File: config.mk
export PLATFORM = sky130hd
export DESIGN_NAME = lq_agen_csel_pipe
export DESIGN_NICKNAME = d
export VERILOG_FILES = /design/src/rtl/lq_agen_pkg.sv /design/src/rtl/lq_agen_csel_grp.sv /design/src/rtl/lq_agen_csel_pipe.sv
export SDC_FILE = /design/constraint.sdc
export NUM_CORES = 1
export LEC_CHECK = 0
export CORE_AREA = 5 5 207 209
export CTS_CLUSTER_DIAMETER = 30
export DETAILED_ROUTE_END_ITERATION = 6
export DIE_AREA = 0 0 212 214
export SYNTH_ARGS = -nofsm -noshare
export SYNTH_HDL_FRONTEND = slang
export SYNTH_HIERARCHICAL = 1
export SYNTH_SLANG_ARGS = --single-unit
File: constraint.sdc
create_clock -name clk -period 2.39 [get_ports clk]
set_input_delay 0.3585 -clock clk [delete_from_list [all_inputs] [get_ports clk]]
set_output_delay 0.3585 -clock clk [all_outputs]
set_load 0.05 [all_outputs]
File: src/rtl/lq_agen_pkg.sv
// Shared constants, types and helpers for the LQ AGEN carry-select adder.
package lq_agen_pkg;

  localparam int NG_MAX = 8;
  localparam logic [63:0] EA32_MASK = 64'h0000_0000_FFFF_FFFF;

  typedef logic [0:NG_MAX-1] grp_vec_t;

  function automatic int ng_of(input int width, input int group);
    return width / group;
  endfunction

endpackage

File: src/rtl/lq_agen_csel_grp.sv
// One carry-select group: conditional sums for carry-in 0/1 plus group generate/transmit.
module lq_agen_csel_grp #(
  parameter int GROUP = 8
) (
  input  logic [0:GROUP-1] x,
  input  logic [0:GROUP-1] y,
  output logic [0:GROUP-1] sum_0,
  output logic [0:GROUP-1] sum_1,
  output logic             g,
  output logic             t
);

  logic [GROUP:0] add_0;
  logic [GROUP:0] add_1;

  assign add_0 = {1'b0, x} + {1'b0, y};
  assign add_1 = {1'b0, x} + {1'b0, y} + {{GROUP{1'b0}}, 1'b1};

  assign sum_0 = add_0[GROUP-1:0];
  assign sum_1 = add_1[GROUP-1:0];
  assign g     = add_0[GROUP];
  assign t     = add_1[GROUP];

endmodule

File: src/rtl/lq_agen_csel_pipe.sv
// Two-stage carry-select EA adder: group sums registered into ex2, carry chain
// and mode masking resolved into the ex3 result register.
module lq_agen_csel_pipe
  import lq_agen_pkg::*;
#(
  parameter  int WIDTH = 64,
  parameter  int GROUP = 8,
  localparam int NG    = ng_of(WIDTH, GROUP)
) (
  input  logic             clk,
  input  logic             rst,
  input  logic             ex1_vld,
  input  logic [0:WIDTH-1] ex1_x,
  input  logic [0:WIDTH-1] ex1_y,
  input  logic             ex1_cin,
  input  logic             ex1_mode64,
  input  logic             hold,
  input  logic             flush,
  output logic             ex2_vld,
  output logic [0:WIDTH-1] ex2_sum_0,
  output logic [0:WIDTH-1] ex2_sum_1,
  output logic [0:NG-1]    ex2_grp_g,
  output logic [0:NG-1]    ex2_grp_t,
  output logic             ex3_vld,
  output logic [0:WIDTH-1] ex3_sum,
  output logic             ex3_cout
);

  // Group whose carry-out is the carry into the upper (WIDTH-32) bits.
  localparam int LO_GRP = NG - (32 / GROUP);
  localparam logic [0:WIDTH-1] MASK32 = EA32_MASK[WIDTH-1:0];

  logic [0:WIDTH-1] grp_sum_0;
  logic [0:WIDTH-1] grp_sum_1;
  logic [0:NG-1]    grp_g;
  logic [0:NG-1]    grp_t;

  logic             ex2_cin;
  logic             ex2_mode64;

  logic [0:WIDTH-1] sel_sum;
  logic             chain_c;
  logic             cout32;
  logic [0:WIDTH-1] ea_mask;

  for (genvar k = 0; k < NG; k++) begin : g_grp
    lq_agen_csel_grp #(.GROUP(GROUP)) u_grp (
      .x     (ex1_x[k*GROUP +: GROUP]),
      .y     (ex1_y[k*GROUP +: GROUP]),
      .sum_0 (grp_sum_0[k*GROUP +: GROUP]),
      .sum_1 (grp_sum_1[k*GROUP +: GROUP]),
      .g     (grp_g[k]),
      .t     (grp_t[k])
    );
  end

  // Ripple the group carries from the LSB group upward and pick each group's sum.
  always_comb begin
    chain_c = ex2_cin;
    cout32  = 1'b0;
    sel_sum = '0;
    for (int k = NG - 1; k >= 0; k--) begin
      sel_sum[k*GROUP +: GROUP] = chain_c ? ex2_sum_1[k*GROUP +: GROUP]
                                          : ex2_sum_0[k*GROUP +: GROUP];
      chain_c = ex2_grp_g[k] | (ex2_grp_t[k] & chain_c);
      cout32  = (k == LO_GRP) ? chain_c : cout32;
    end
    ea_mask = ex2_mode64 ? {WIDTH{1'b1}} : MASK32;
  end

  // Pipeline registers; flush clears valids even while held, data only moves when not held.
  always_ff @(posedge clk) begin
    if (rst) begin
      ex2_vld    <= 1'b0;
      ex2_sum_0  <= '0;
      ex2_sum_1  <= '0;
      ex2_grp_g  <= '0;
      ex2_grp_t  <= '0;
      ex2_cin    <= 1'b0;
      ex2_mode64 <= 1'b0;
      ex3_vld    <= 1'b0;
      ex3_sum    <= '0;
      ex3_cout   <= 1'b0;
    end else if (!hold) begin
      ex2_vld    <= ex1_vld & ~flush;
      ex2_sum_0  <= grp_sum_0;
      ex2_sum_1  <= grp_sum_1;
      ex2_grp_g  <= grp_g;
      ex2_grp_t  <= grp_t;
      ex2_cin    <= ex1_cin;
      ex2_mode64 <= ex1_mode64;
      ex3_vld    <= ex2_vld & ~flush;
      ex3_sum    <= sel_sum & ea_mask;
      ex3_cout   <= ex2_mode64 ? chain_c : cout32;
    end else if (flush) begin
      ex2_vld <= 1'b0;
      ex3_vld <= 1'b0;
    end
  end

endmodule

### Yosys cells after proc, flatten, opt, wreduce, memory -nomap -nowiden

Index checks and enable logic that the tools add are counted.

| word-level totals | value |
|---|---|
| logic and storage cells | 60 |
| output and inout bits | 211 |
| bits of input ports | 135 |
| register bits | 213 |

| cells by class | value |
|---|---|
| bitwise gates (word level) | 20 |
| muxes and demuxes | 13 |
| add/sub/neg operators | 16 |
| equal/unequal tests | 1 |

Operators by type and width:

| cell | count |
|---|---|
| $add 8x8->9 | 8 |
| $add 9x1->9 const B | 8 |
| $and 64x64->64 | 1 |
| $mux 64 | 1 |
| $mux 8 | 8 |
| $and 1x1->1 | 10 |
| $or 1x1->1 | 8 |
| $mux 1 | 4 |
| $ne 2x1->1 const B | 1 |
| $not 1->1 | 1 |

### Longest topological paths before layout

Gate-level depths: netlist of run 1.

| depth | value |
|---|---|
| word-level depth | 17 |
| gate-level depth with buffers | 11 |
| depth with buffers taken out | 11 |

### Cells and area by module

Netlist of run 1, hierarchy kept.

By module, submodules not included:

| module | area each (um^2) | times used | seq. area each (um^2) | cells an instance |
|---|---|---|---|---|
| lq_agen_csel_pipe | 8127.8 | 1 | 4264.1 | 802 |
| lq_agen_csel_grp | 441.7 | 8 | 0.0 | 56 |

### Worst setup path before layout of run 1

Ideal clock, no wire load.

| timing path | value |
|---|---|
| path kind | input -> register |
| start | input port ex1_y[63] in the netlist's numbering |
| end | register ex2_sum_1[56] in the netlist's numbering |
| buffers on the path | 0 |
| slack | 0.209 ns |
| stages on the path | 11 |
| data required time | 2.324 ns |
| library setup time | 0.066 ns |
| arrival | 2.115 ns |
| cells stage by stage | ha_1 inv_1 fa_1 nand2b_1 a21oi_1 o21ai_0 a211oi_2 and4_1 xor2_1 mux2i_1 nor2_1 |

| on the way | value |
|---|---|
| longest elaborated chain between the ends | 2 |

Ends and longest elaborated chain:

| item | RTL line | RTL |
|---|---|---|
| from (decl) | lq_agen_csel_pipe.sv:14 | `input logic [0:WIDTH-1] ex1_y,` |
| $add 8x8->9 | lq_agen_csel_grp.sv:17 | `assign add_1 = {1'b0, x} + {1'b0, y} + {{GROUP{1'b0}}, 1'b1};` |
| $add 9x1->9 | lq_agen_csel_grp.sv:17 |  |
| named net grp_sum_1, one bit | lq_agen_csel_pipe.sv:34 | `logic [0:WIDTH-1] grp_sum_1;` |
| to (signal assigned) | lq_agen_csel_pipe.sv:87 | `ex2_sum_1 <= grp_sum_1;` |
| to (decl) | lq_agen_csel_pipe.sv:21 | `output logic [0:WIDTH-1] ex2_sum_1,` |

The timed path passes the listed nets, and every way through them passes these cells.
A chain may end at the register's enable or synchronous reset.

### Worst setup path in the final report of run 1

Ends and elaborated chain as after synthesis.

==> flow_metrics.py, run 1 <==
metrics = {
    "sta": {
        "hold_viol": 0,
        "slew_viol_final": 0,
        "fin_crit_ns": 2.30,
        "post-route-period-util": 0.964,
        "setup_viol": 0,
        "fin_ws_ns": 0.0854,
        "max_freq_mhz": 434,
        "slew_headroom": 0.436,
        "rsz0062_at_grt": "false",
        "setup_tns_ns": 0,
        "worst_pin_slew_ns": 0.847,
        "skew_ns": 0.0177,
    },
    "place": {
        "gp_congestion": 0.839,
        "dpl_cell_area_mm2": 0.0169,
        "dp_slack_ns": -0.454,
        "place_hpwl_um": 28400,
        "portBuffers": 345,
    },
    "setup_path": {
        "ff2ff_setup_slack_ns": 0.49,
        "cp_max_fo": 2,
        "cp-end-kind": "flip-flop",
        "cp.arrival_ns": 2.80,
        "start_kind": "input pin",
        "path_class": "input pin to flip-flop",
        "required_ns": 2.88,
    },
    "final_layout": {
        "area_growth_pct": 63.9,
        "drive_above_1_share": 0.193,
        "fillCellCount": 3804,
        "design_area_mm2": 0.0191,
        "final_nets": 1992,
        "antenna_cells": 0,
    },
    "global_routing": {
        "grt_pass1_wl_um": 59500,
        "grt_pass1_vias": 11201,
        "grt_overflow": 0,
        "grt_max_degree": 182,
        "grt_antenna_before_repair": 0,
        "grt_use_total": 0.159,
    },
    "routing": {
        "vias_per_cell": 4.55,
        "wl_um": 37500,
        "drc": 0,
        "drt_iter0_drc": 408,
        "wl_per_cell_um": 15.9,
        "ant_nets": 0,
        "first_pass_iters": 5,
        "num_vias": 10754,
    },
    "cts": {
        "hold_buffers": 0,
        "cts.sinks": 213,
        "cts_made_buffers": 61,
        "path_clk_slew_ns": 0.04,
        "htree_levels": 2,
        "cts.path.max_buffers": 3,
        "cts_root_buf": "clkbuf_16",
        "clock_latency_ns": 0.58,
        "cts_tree": "done",
        "cts_setup_buffers": 0,
    },
    "synth": {
        "synthCells": 1250,
        "synthArstFlopShare": 0,
        "avgSynthCellArea_um2": 9.33,
        "netlist_area_mm2": 0.0117,
        "synth_ff_type": "dfxtp_1",
        "ys_seq_area_frac": 0.366,
        "synthTopCellsByArea": "dfxtp_1, mux2i_1, ha_1",
        "synth_largest_area_cell": "dfxtp_1",
        "ys_ff_latch": 213,
        "yosysTopAreaCellShare": 0.366,
        "synth_nets": 1465,
        "synth_edf_count": 0,
        "yosysWarnings": 6,
        "synth.most_common_cell": "dfxtp_1",
        "ys_top_cells_by_count": "dfxtp_1, mux2i_1, nor2_1, ha_1",
        "synth.distinct_cells": 44,
    },
    "floorplan": {
        "initial_core_util": 0.287,
        "rows": 74,
        "coreArea_mm2": 0.0406,
        "io_pins": 346,
        "die_area_mm2": 0.0454,
        "die_y_um": 214,
        "die_w_um": 212,
    },
    "flow_run": {
        "max_cap_viol_count": 0,
    },
    "power": {
        "peakVddDrop_uv": 550,
        "p_leak_uw": 0.00868,
        "cellPowerDensity_mw_per_mm2": 911,
    },
    "run_status": {
        "outcome": "finished, final reports clean",
    },
    "min_path": {
        "hold_path_class": "input pin to flip-flop",
    },
}
## power breakdown
part / internal [uW] / switching [uW] / total (uW)
Combinational: 2020 / 2550 / 4570
Sequential: 3890 / 290 / 4180
Clock: 6340 / 2330 / 8660
## cell usage in the layout, fill, tap and decap left out, types with 5 or more instances in the layout
cell / n
mux2_2: 16
clkdlybuf4s50_1: 341
and3_2: 16
o21ai_0: 29
buf_4: 169
nand2b_1: 17
bufinv_16: 11
a211oi_2: 8
clkbuf_8: 14
o21a_1: 9
ha_1: 72
and3_1: 8
inv_1: 58
xnor2_1: 64
o31a_1: 8
and4_1: 8
mux2i_1: 204
o22ai_1: 8
nand4_1: 8
fa_1: 8
a211oi_1: 8
o21ai_1: 20
dfxtp_1: 213
a21o_1: 18
a21oi_1: 57
clkinv_2: 18
o211ai_1: 8
or2_2: 8
nand3_1: 8
o21bai_2: 8
nand2_1: 64
nor2_1: 195
clkbuf_16: 63
xor2_1: 32
clkbuf_1: 5
## metrics by stage
| step | instances | hold WS (ns) | total power (uW) | utilization |
|---|---|---|---|---|
| 6_report | 2362 | 0.272 | 17400 | 0.470 |
| 5_1_grt | 2362 | 0.268 | 18200 | 0.470 |
| 3_5_place_dp | 2246 | 0.445 | 8830 | 0.415 |
| 3_3_place_gp | 2246 | 0.434 | 8780 | 0.415 |
| 4_1_cts | 2362 | 0.240 | 17700 | 0.470 |
| 2_1_floorplan | 1250 | 0.438 | 6920 | - |
## critical path: stages
cell             delay [ns]
clkdlybuf4s50_1        0.46
ha_1                   0.16
inv_1                  0.06
fa_1                   0.39
nand2b_1               0.18
a21oi_1                0.21
o21ai_0                0.15
a211oi_2               0.24
and4_1                 0.23
xor2_1                 0.17
mux2i_1                0.10
nor2_1                 0.10
## layout make-up
cell class | count | area [um^2] | share of cell area
clock buffer | 82 | 1790 | 0.0935
clock inverter | 34 | 459 | 0.0240
sequential | 213 | 4260 | 0.223
tap | 532 | 666 | 0.0348
inverter | 58 | 218 | 0.0114
timing repair buffer | 517 | 4790 | 0.251
multi-input combinational | 926 | 6930 | 0.363
## logic make-up (layout without fill, tap and decap cells)
| family | Yosys count | in the layout | synth area share |
|---|---|---|---|
| and+or+nand+nor | 339 | 339 | 0.128 |
| muxes | 220 | 220 | 0.191 |
| DFF | 213 | 213 | 0.366 |
| AOI/OAI and AO/OA | 191 | 191 | 0.112 |
| buffers and inverters | 111 | 691 | 0.0406 |
| xor gates and xnor gates | 96 | 96 | 0.0721 |
| adders and majority gates | 80 | 80 | 0.0910 |
## final timing paths
kind                                endpoint  cells after the start                startpoint
hold reg to reg     ex3_sum[10]$_SDFFE_PP0N_                      2  ex3_sum[10]$_SDFFE_PP0N_
setup reg to reg     ex3_sum[3]$_SDFFE_PP0N_                      6      ex2_cin$_SDFFE_PP0N_
setup / recovery  ex2_sum_1[56]$_SDFFE_PP0N_                     12                 ex1_y[63]
hold / removal      ex3_sum[62]$_SDFFE_PP0N_                      3                      hold
## per-layer routing
layer  global-route usage  vias to the layer above  wire (um)
li1                     -                     5398          -
met1                0.189                     5023      15800
met2                0.272                      282      18000
met3               0.0511                       51       2780
met4               0.0530                        0        897
met5                    0                        -          0
## state kept, by name (all words and copies together) (netlist names)
signal      flops
ex2_grp_t       8
ex2_vld         1
ex2_mode64      1
ex2_cin         1
ex2_sum_1      64
ex3_vld         1
ex2_grp_g       8
ex3_sum        64
ex3_cout        1
ex2_sum_0      64
## timing repair
item | 4_1_cts | 5_1_grt
pin swaps | 0 | 1
endpoints found under the setup margin | 1 | 3
resized for setup | 1 | 4
cloned | 0 | 0
Power figures use the tool's default switching activity.
==> run 2, diff against run 1 <==
--- a/config.mk
+++ b/config.mk
@@ -5,10 +5,11 @@
 export SDC_FILE = /design/constraint.sdc
 export NUM_CORES = 1
 export LEC_CHECK = 0
-export CORE_AREA = 5 5 207 209
+export CORE_AREA = 5 5 290 150
 export CTS_CLUSTER_DIAMETER = 30
 export DETAILED_ROUTE_END_ITERATION = 6
-export DIE_AREA = 0 0 212 214
+export DIE_AREA = 0 0 295 155
+export HOLD_SLACK_MARGIN = 0.08
 export SYNTH_ARGS = -nofsm -noshare
 export SYNTH_HDL_FRONTEND = slang
 export SYNTH_HIERARCHICAL = 1
==> run 2 against run 1 <==
Effect of this change:
- via count decreased by 1.1%
- clock power decreased by 29%
- die area increased by 0.79%
- global-route usage increased by 0.88 points
- final area decreased by 3.2%
- flip-flop and latch count unchanged
- critical path type is now flip-flop to output port
- largest cell class unchanged
==> flow_metrics.py, run 2 (synthesis results as in run 1) <==
metrics = {
    "run_status": {
        "outcome": "finished, final reports clean",
    },
    "final_layout": {
        "design_area_mm2": 0.0185,
        "fillCellCount": 3889,
        "final-seq-area_mm2": 0.00426,
        "area_growth_pct": 58.7,
        "antenna_cells": 0,
        "mostFrequentLayoutCell": "clkdlybuf4s50_1",
        "multi_input_area_mm2": 0.00698,
        "drive_above_1_share": 0.188,
        "instances_no_fill": 2348,
        "layout_common_cells": "clkdlybuf4s50_1, dfxtp_1, mux2i_1",
        "top_regs": "ex2_sum_0 (64), ex2_sum_1 (64), ex3_sum (64)",
        "final_nets": 1979,
        "fin_util": 0.451,
    },
    "setup_path": {
        "required_ns": 2.03,
        "path_delay_family": "buffers and inverters",
        "worstPathCellList": "clkdlybuf4s50_1",
        "worstReg2RegStart": "ex2_grp_g[6]$_SDFFE_PP0N_",
        "r2r_end": "ex3_cout$_SDFFE_PP0N_",
        "critPathMaxStageDelay_ns": 0.91,
        "cp-end-kind": "output port",
        "path_buf_inv": 1,
        "path_class": "flip-flop to output port",
        "cpMaxStageDelayCell": "clkdlybuf4s50_1",
        "r2r_cells": 6,
        "start_kind": "flip-flop",
        "ff2ff_setup_slack_ns": 0.53,
        "cp_max_fo": 5,
        "cp.arrival_ns": 1.93,
    },
    "sta": {
        "setup_viol": 0,
        "max_freq_mhz": 437,
        "skew_ns": 0.0237,
        "post-route-period-util": 0.957,
        "hold_viol": 0,
        "slew_viol_final": 0,
        "worst_pin_slew_ns": 0.652,
        "slew_headroom": 0.564,
        "fin_crit_ns": 2.29,
        "fin_ws_ns": 0.104,
    },
    "floorplan": {
        "die_area_mm2": 0.0457,
        "io_pins": 346,
        "rows": 53,
        "initial_core_util": 0.284,
        "coreArea_mm2": 0.0410,
        "die_y_um": 155,
        "die_w_um": 295,
    },
    "cts": {
        "cts_made_buffers": 43,
        "htree_levels": 2,
        "cts.path.max_buffers": 3,
        "path_clk_slew_ns": 0.05,
        "cts.sinks": 213,
        "cts_root_buf": "clkbuf_16",
        "cts_tree": "done",
        "cts_setup_buffers": 0,
        "clock_latency_ns": 0.54,
    },
    "global_routing": {
        "grt_use_total": 0.168,
        "grt_overflow": 0,
        "grt_max_degree": 98,
        "grt_pass1_vias": 10869,
        "grt_antenna_before_repair": 0,
        "grt_pass1_wl_um": 62200,
    },
    "min_path": {
        "hold_path_class": "input pin to flip-flop",
        "hold-path-cell-count": 2,
        "hold_end": "ex3_sum[45]$_SDFFE_PP0N_",
        "min_from": "rst",
    },
    "routing": {
        "wl_um": 40000,
        "wl_per_cell_um": 17.0,
        "vias_per_cell": 4.53,
        "first_pass_iters": 4,
        "drt_iter0_drc": 424,
        "num_vias": 10636,
        "drc": 0,
        "ant_nets": 0,
    },
    "power": {
        "cellPowerDensity_mw_per_mm2": 812,
        "peakVddDrop_uv": 555,
        "p_leak_uw": 0.00833,
        "seqPwrFrac": 0.277,
        "switching_power_uw": 5080,
        "pwr-share-clk": 0.412,
        "power_frac_comb": 0.311,
        "intPower_uw": 9960,
        "swShare": 0.338,
    },
    "flow_run": {
        "max_cap_viol_count": 0,
    },
    "place": {
        "dpl_cell_area_mm2": 0.0169,
        "dp_slack_ns": -0.506,
        "portBuffers": 345,
        "place_hpwl_um": 30700,
        "gp_congestion": 0.818,
        "dp_cells": 2269,
    },
}
## run 2: changes by cell type in the layout (fill, tap and decap cells not counted), moves of 7 or more
| cell | delta |
|---|---|
| clkinv_2 | -16 |
| clkbuf_16 | -19 |
| bufinv_16 | -7 |
| a21oi_2 | +7 |
| clkbuf_8 | -9 |
| a21oi_1 | -7 |
## run 2: layout make-up
| class | count | area share |
|---|---|---|
| sequential | 213 | 0.230 |
| inverter | 58 | 0.0118 |
| tap | 550 | 0.0372 |
| clock inverter | 29 | 0.0184 |
| timing repair buffer | 522 | 0.261 |
| clock buffer | 50 | 0.0634 |
| multi-input combinational | 926 | 0.377 |
## run 2: repair_timing
item                       4_1_cts  5_1_grt
resized for setup                0       20
hold buffers                     0        0
setup endpoints to repair        0       16
## run 2: per-stage QoR
| step | TNS, ns | total power [uW] | hold WS (ns) |
|---|---|---|---|
| 6_report | 0 | 15000 | 0.210 |
| 4_1_cts | 0 | 15200 | 0.204 |
| 3_3_place_gp | -17.14 | 8830 | 0.438 |
| 3_5_place_dp | -21.09 | 8890 | 0.443 |
| 2_1_floorplan | 0 | 6920 | 0.438 |
| 5_1_grt | -0.0109 | 15800 | 0.203 |
## run 2: worst max-delay path by stage
stage,slack (ns),cells past startpoint,end,start
after floorplan,0.21,11,ex2_sum_1[56]$_SDFFE_PP0N_,ex1_y[63]
after global placement,-0.45,12,ex2_sum_1[40]$_SDFFE_PP0N_,ex1_y[47]
after detailed placement,-0.51,12,ex2_sum_1[40]$_SDFFE_PP0N_,ex1_y[47]
after CTS,0.01,1,ex2_grp_g[6],ex2_grp_g[6]$_SDFFE_PP0N_
after global routing,-0.01,12,ex2_sum_1[0]$_SDFFE_PP0N_,ex1_y[7]
final,0.10,1,ex2_grp_g[4],ex2_grp_g[4]$_SDFFE_PP0N_
## run 2: power by group through the flow
stage / clock, uW / combinational [uW] / sequential [uW]
floorplan: 0 / 1680 / 5240
global placement: 0 / 4610 / 4230
detailed placement: 0 / 4660 / 4240
CTS: 6390 / 4690 / 4170
global route: 6570 / 5010 / 4210
finish: 6190 / 4670 / 4170
## run 2: per-layer routing
layer / track usage / part of all wire / up-vias
li1: - / - / 5380
met5: 0 / 0 / -
met1: 0.239 / 0.50 / 4963
met2: 0.259 / 0.43 / 243
met4: 0.0370 / 0.017 / 0
met3: 0.0408 / 0.057 / 50
==> run 3, diff against run 2 <==
--- a/config.mk
+++ b/config.mk
@@ -10,6 +10,7 @@
 export DETAILED_ROUTE_END_ITERATION = 6
 export DIE_AREA = 0 0 295 155
 export HOLD_SLACK_MARGIN = 0.08
+export SLEW_MARGIN = 30
 export SYNTH_ARGS = -nofsm -noshare
 export SYNTH_HDL_FRONTEND = slang
 export SYNTH_HIERARCHICAL = 1
==> results of run 3 <==
No change in the layout: final DEF, timing and power equal those of run 2.
